===== src/rtl/mem_bus_arbiter.sv =====
// Two-master round-robin arbiter for a single shared memory port.
// Grants are decoded from registered state; a hold limit forces handoff to a waiting master.
module mem_bus_arbiter #(
  parameter int ADDR_W   = 32,
  parameter int DATA_W   = 32,
  parameter int MAX_HOLD = 8
) (
  input  logic              clk,
  input  logic              resetn,
  input  logic              m0_req,
  input  logic [ADDR_W-1:0] m0_address,
  input  logic [DATA_W-1:0] m0_data_out,
  input  logic              m0_we,
  output logic              m0_gnt,
  output logic [DATA_W-1:0] m0_data_in,
  input  logic              m1_req,
  input  logic [ADDR_W-1:0] m1_address,
  input  logic [DATA_W-1:0] m1_data_out,
  input  logic              m1_we,
  output logic              m1_gnt,
  output logic [DATA_W-1:0] m1_data_in,
  output logic [ADDR_W-1:0] mem_address,
  output logic [DATA_W-1:0] mem_data_out,
  input  logic [DATA_W-1:0] mem_data_in,
  output logic              mem_we
);

  localparam int HOLD_W = $clog2(MAX_HOLD) + 1;
  localparam logic [HOLD_W-1:0] HOLD_LAST = HOLD_W'(MAX_HOLD - 1);

  typedef enum logic [1:0] {
    IDLE = 2'd0,
    OWN0 = 2'd1,
    OWN1 = 2'd2
  } state_e;

  state_e              state_q, state_d;
  logic                last_srv_q, last_srv_d;
  logic [HOLD_W-1:0]   hold_cnt_q, hold_cnt_d;

  // NOTE: every variable gets a default at the top of always_comb so no path leaves it unassigned (no latches).
  always_comb begin
    state_d    = state_q;
    last_srv_d = last_srv_q;
    hold_cnt_d = hold_cnt_q;
    unique case (state_q)
      IDLE: begin
        if (m0_req && (!m1_req || last_srv_q)) begin
          state_d    = OWN0;
          last_srv_d = 1'b0;
          hold_cnt_d = '0;
        end else if (m1_req) begin
          state_d    = OWN1;
          last_srv_d = 1'b1;
          hold_cnt_d = '0;
        end
      end
      OWN0: begin
        if (!m0_req) begin
          if (m1_req) begin
            state_d    = OWN1;
            last_srv_d = 1'b1;
            hold_cnt_d = '0;
          end else begin
            state_d = IDLE;
          end
        end else if (m1_req && hold_cnt_q == HOLD_LAST) begin
          state_d    = OWN1;
          last_srv_d = 1'b1;
          hold_cnt_d = '0;
        end else if (hold_cnt_q != HOLD_LAST) begin
          hold_cnt_d = hold_cnt_q + HOLD_W'(1);
        end
      end
      OWN1: begin
        if (!m1_req) begin
          if (m0_req) begin
            state_d    = OWN0;
            last_srv_d = 1'b0;
            hold_cnt_d = '0;
          end else begin
            state_d = IDLE;
          end
        end else if (m0_req && hold_cnt_q == HOLD_LAST) begin
          state_d    = OWN0;
          last_srv_d = 1'b0;
          hold_cnt_d = '0;
        end else if (hold_cnt_q != HOLD_LAST) begin
          hold_cnt_d = hold_cnt_q + HOLD_W'(1);
        end
      end
      default: state_d = IDLE;
    endcase
  end

  // NOTE: state flops use non-blocking assignments; the async reset forces IDLE, which drops every grant at once.
  always_ff @(posedge clk or negedge resetn) begin
    if (!resetn) begin
      state_q    <= IDLE;
      last_srv_q <= 1'b1;
      hold_cnt_q <= '0;
    end else begin
      state_q    <= state_d;
      last_srv_q <= last_srv_d;
      hold_cnt_q <= hold_cnt_d;
    end
  end

  // The ungranted master's signals never reach memory; mem_we also needs the owner to be requesting.
  always_comb begin
    m0_gnt       = (state_q == OWN0);
    m1_gnt       = (state_q == OWN1);
    mem_address  = '0;
    mem_data_out = '0;
    mem_we       = 1'b0;
    unique case (state_q)
      OWN0: begin
        mem_address  = m0_address;
        mem_data_out = m0_data_out;
        mem_we       = m0_we & m0_req;
      end
      OWN1: begin
        mem_address  = m1_address;
        mem_data_out = m1_data_out;
        mem_we       = m1_we & m1_req;
      end
      default: ;
    endcase
  end

  assign m0_data_in = mem_data_in;
  assign m1_data_in = mem_data_in;

endmodule


===== config.mk =====
export PLATFORM = sky130hd
export DESIGN_NAME = mem_bus_arbiter
export DESIGN_NICKNAME = d
export VERILOG_FILES = /design/src/rtl/mem_bus_arbiter.sv
export SDC_FILE = /design/constraint.sdc
export NUM_CORES = 1
export LEC_CHECK = 0
export ABC_AREA = 1
export ABC_CLOCK_PERIOD_IN_PS = 1510
export BUFFER_PORTS_ARGS = -buffer_cell sky130_fd_sc_hd__buf_2
export CAP_MARGIN = 20
export CELL_PAD_IN_SITES_DETAIL_PLACEMENT = 0
export CELL_PAD_IN_SITES_GLOBAL_PLACEMENT = 1
export CORE_MARGIN = 2
export CORE_UTILIZATION = 15
export CTS_BUF_LIST = sky130_fd_sc_hd__clkbuf_8 sky130_fd_sc_hd__clkbuf_16
export DETAILED_ROUTE_END_ITERATION = 8
export PLACE_DENSITY = 0.8
export SKIP_LAST_GASP = 1
export SLEW_MARGIN = 10
export SYNTH_ARGS = -nofsm -noshare
export SYNTH_HDL_FRONTEND = slang
export SYNTH_SLANG_ARGS = --single-unit

===== constraint.sdc =====
create_clock -name clk -period 1.51 [get_ports clk]
set_input_delay 0.3775 -clock clk [delete_from_list [all_inputs] [get_ports clk]]
set_output_delay 0.3775 -clock clk [all_outputs]
set_load 0.05 [all_outputs]

-- Yosys cells after proc, flatten, opt, wreduce, memory -nomap -nowiden
Cells that the tools add are included.
- add/subtract/negate cells: 1
- eq/ne operators: 8
- multiplexer cells: 29
- bitwise logic cells: 2
- reduce and logical (&&, ||, !) cells: 10
- operator list (operator ; count):
    32-bit one-hot mux with 2 select lines ; 2
    4-bit 2-to-1 mux ; 8
    2-bit 2-to-1 mux ; 7
    4-bit one-hot mux with 3 select lines ; 1
    1-bit 2-to-1 mux ; 8
    3-bit by 2-bit inequality test with 1-bit output (second input constant) ; 2
    3-bit inequality test (second input constant) ; 2
    2-bit one-hot mux with 3 select lines ; 1
    4-bit by 1-bit adder with 4-bit output (second input constant) ; 1
    4-bit by 3-bit equality test with 1-bit output (second input constant) ; 1
    4-bit by 3-bit inequality test with 1-bit output (second input constant) ; 1
    4-bit AND reduction ; 1
    1-bit logical AND ; 3
    1-bit one-hot mux with 3 select lines ; 1
    3-bit AND reduction ; 1
    3-bit nonzero test ; 1
    1-bit AND ; 2
    2-bit by 1-bit equality test with 1-bit output (second input constant) ; 1
    2-bit equality test (second input constant) ; 1
    2-bit zero test ; 1
    1-bit one-hot mux with 2 select lines ; 1
    2-bit AND reduction ; 1
    1-bit zero test ; 1
    1-bit logical OR ; 1
- bits in registers: 7
- input port bits: 166
- word-level logic and storage cells: 53

-- Depth between registers and ports, before layout
- depth after elaboration: 5
- gate-level depth with buffers: 11

-- Least setup slack after synthesis
OpenSTA, ideal clock, no wires.
- kind: register -> output
- start: reg state_q[1]
- end: out mem_address[20]
- data arrival time: 2291 ps
- path slack: -1159 ps
- cell stages (with the launch flop): 8
- path through: dfrtp_1 -> inv_1 -> ha_1 -> buf_2 -> buf_4 -> buf_6 -> nand2_1 -> a21oi_1
- word-level cells in the longest chain between the ends: 2
- elaborated cells on any way between the ends: 3
- classes of those cells: eq/ne (2); mux (1)
- ends and longest elaborated chain (item ; RTL line ; text):
    from (decl) ; 37 ; state_e state_q, state_d;
    from (signal assigned) ; 103 ; state_q <= state_d;
    2-bit by 1-bit equality test with 1-bit output ; n/a ;
    named net m0_gnt ; 14 ; output logic m0_gnt,
    32-bit one-hot mux with 2 select lines ; 116 ; unique case (state_q)
    to (decl) ; 22 ; output logic [ADDR_W-1:0] mem_address,
The timed path passes the listed nets, and every way through them passes these cells.

-- Worst setup path in the final report
- start: reg state_q[1]
- end: out mem_address[27]
- word-level cells in the longest chain between the ends: 2
- elaborated cells on any way between the ends: 3
- classes of those cells: eq/ne (2); mux (1)
- ends and longest elaborated chain (item ; RTL line):
    2-bit equality test / 2-bit by 1-bit equality test with 1-bit output (equally long branches) ; 116
    32-bit one-hot mux with 2 select lines * ; 116
Mark *: on every way between the ends. The rest lies on a longest branch, timed or not.

==> summary.md <==
• sky130_fd_sc_hd__dfrtp_1 — slowest stage cell on the critical path
• met4 — topmost layer with routed signal wires
• 0.4999 GHz — Fmax achieved
• in2async — kind of path behind the tightest hold check
• 1 — number of H-tree levels
• 378 — number of instances in the synthesized netlist
• 0.5341 ns — Min Hold Slack
• 0.936 — Comb pwr share
• 0 — number of synthesis warnings
• 5.478 um^2 — average instance area after synthesis
• 0 — max-cap viol count
• 133 x sky130_fd_sc_hd__buf_2, 132 x sky130_fd_sc_hd__nand2_1, 65 x sky130_fd_sc_hd__a21oi_4 — most used cells in the layout excluding fill and tap cells
• 7 — Num Clock Sinks
• 0.2744 ns — slew at the pin closest to its max-slew limit
• 4865 um^2 — summed area of non-filler cells in the final layout
• 0.8687 — routability cong.
• 13 — critical path peak fanout
• 0 — Ant. Diodes
• 0.002642 ns — final setup skew
• 0.2973 — top cell type's share of synthesized area
• 7 — post-synthesis sequential element count
• 6.681 mW — Net Switching
• 2987 — number of vias after detailed routing
• 121.5 um — height of the die
• 297 — io pins
• 549 — Post-Synthesis Net Count
• 8225 um — post-detailed-placement half-perimeter wirelength
• 81 — DRC marker count from the first detailed-route iteration
• 0 — remaining number of nets flagged by the antenna check after routing
• 0.04 ns — clock edge transition at the registers on the reported setup and hold paths
• 2.000 ns — final critical path time including I/O delays and setup
• finished with violations — outcome
• flip-flop — startpoint type of the worst setup path
• sky130_fd_sc_hd__nand2_1 — post-synthesis cell type with the largest combined area
• 5999 um — total met2 wirelength after detailed routing
• 3028 — via count of the first global-routing pass
• 716 — Total Nets Final
• sky130_fd_sc_hd__clkbuf_16 — cell at the root of the clock tree
• sky130_fd_sc_hd__buf_2 — most common cell after layout, fill and taps aside
• 0.039 — Clk network pwr share
• 0.08520 — sequential element share of the synthesized area
• 2423 nW/um^2 — power density cells
• setup timing — failing checks
• -0.4903 ns — final critical-path setup slack
• 24 — number of unique standard cell types used by synthesis
• 29 — maximum number of pins on one net before global-route repair
• 0.025 — Flop pwr share
• 2 — clock buffer depth
• 13350 um^2 — placeable core region
• 0 — initial antenna violation count
• 121.5 um — horizontal die dimension
• 806 um — met3 routed wirelength
• 0.24 ns — worst skew pair latency
• 1.62 ns — Worst Path Arrival
• 0.38 ns — delay of the slowest cell on the worst path
• 0.5668 — switching share of total power
• 14760 um^2 — DIE AREA
• 5.107 mW — design internal power
• 2071 um^2 — area of the mapped netlist
• 0 — DRC violation count after routing
• 15440 um — global-route wire length before repair
• 2.041 nW — Leak Pwr
• 1.098 mV — largest voltage drop on the vdd net
• 0 — final hold viol count
• 1.13 ns — required time of the worst setup path
• 0.1330 — GRT Resource Usage Total
• -30.83 ns — setup TNS
• 4 — First-pass DRT Iterations
• 15.42 um — average wire per standard cell
• -0.3640 ns — pre-CTS WS
• inv_2, ha_4, inv_12, buf_16, a21oi_4, buf_6 — worst-path cell chain
• 0 — overflow left after global routing
• 1.325 — part of the cycle the worst path needs
• 42 — # rows
• yes — unrepaired setup endpoints after global routing
• sky130_fd_sc_hd__nand2_1 30%, sky130_fd_sc_hd__buf_4 25%, sky130_fd_sc_hd__a21oi_1 17% — main area contributors after synthesis
• 3887 um^2 — cell area reported after detailed placement
• 0.1551 — effective utilization at floorplan
• 74 — final-report setup violation count
• 200 — PortBufs
• 3 — TritonCTS Buffers
• 0.8171 — relative max-transition margin
• built — clock tree from TritonCTS
• 4161 um — Routed met1 length
• 11110 um — wire length after detailed routing
• 4.149 — via density per instance
• 0 — number of slew-limit violations in the final report
• 0.6801 — fraction of final layout cells sized beyond drive strength 1
• primary output — sort of element at the end of the critical path
• reg2out — Worst Setup Path Type
• 134.9% — P&R area growth vs syn
[worst max-delay path, delay by kind of cell (launching register included)]
family,cells,cell delay [ns]
adder cells (fa/ha/maj),1,0.35
AO/OA/AOI/OAI,1,0.14
buffers and inverters,4,0.49
flip-flops,1,0.38
[Yosys cell counts (all sizes together)]
library cell	n
a21oi	70
clkbuf	2
inv	13
nor2	5
a31oi	1
o21ai	8
clkinv	1
buf	85
ha	5
o22ai	2
nor3	1
o211ai	1
nand3	5
nand4	4
nand2	168
dfrtp	6
dfstp	1
[state kept, by name (all words and copies together) (netlist names)]
signal,count
hold_cnt_q,4
state_q,2
last_srv_q,1
[what timing repair did]
item                                   CTS  global route
resized for setup                      146            52
pin swaps                                4            12
hold buffers                             1             0
gates cloned                             3             5
buffers inserted                         7             6
setup endpoints to repair               74            74
endpoints found under the hold margin    6             0
[per-layer routing]
layer | GRT usage | up-vias
met5 | 0 | -
met4 | 0.02371 | 0
met3 | 0.02538 | 16
met2 | 0.2567 | 152
met1 | 0.1516 | 1346
li1 | - | 1473
[power groups by stage]
stage                     Clock (mW)  Combinational (mW)  Sequential [mW]
final                          0.459                11.0            0.297
after floorplan                    0                6.99            0.317
after CTS                      0.460                10.5            0.290
after global routing           0.473                11.6            0.307
after detailed placement           0                8.62            0.301
after global placement             0                8.63            0.299
[cells by family (layout without fill, tap and decap cells)]
| group | after synthesis | after routing | share of synthesized area |
|---|---|---|---|
| AND/OR/NAND/NOR | 183 | 183 | 0.3474 |
| buffers and inverters | 101 | 267 | 0.3341 |
| AO/OA/AOI/OAI | 82 | 82 | 0.2030 |
| flip-flops | 7 | 7 | 0.08520 |
| adder cells (fa/ha/maj) | 5 | 5 | 0.03021 |
[metrics by stage]
stage / util / cells / total power [mW]
final: 0.3645 / 720 / 11.79
after floorplan: - / 378 / 7.304
after detailed placement: 0.2912 / 696 / 8.924
after CTS: 0.3424 / 711 / 11.20
after global placement: 0.2912 / 696 / 8.934
after global routing: 0.3645 / 720 / 12.34
[final timing paths]
kind / start / endpoint / slack, ns / depth (start not counted)
max: state_q[1] / mem_address[27] / -0.49 / 6
max reg2reg: state_q[1] / hold_cnt_q[3] / -0.20 / 9
max in group asynchronous: resetn / last_srv_q / 0.73 / 2
min: resetn / state_q[1] / 0.53 / 2
min in group clk: last_srv_q / last_srv_q / 0.54 / 2
min reg2reg: last_srv_q / last_srv_q / 0.54 / 2
[cell type report]
class / instances / area (um^2)
fill: 1418 / 8483
timing repair buffer: 248 / 2170
multi-input combinational: 270 / 2145
tap: 176 / 220.2
sequential: 7 / 176.4
clock buffer: 3 / 75.07
inverter: 14 / 66.31
timing repair inverter: 1 / 8.758
clock inverter: 1 / 3.754
No activity file was read; power rests on OpenSTA's default activity.
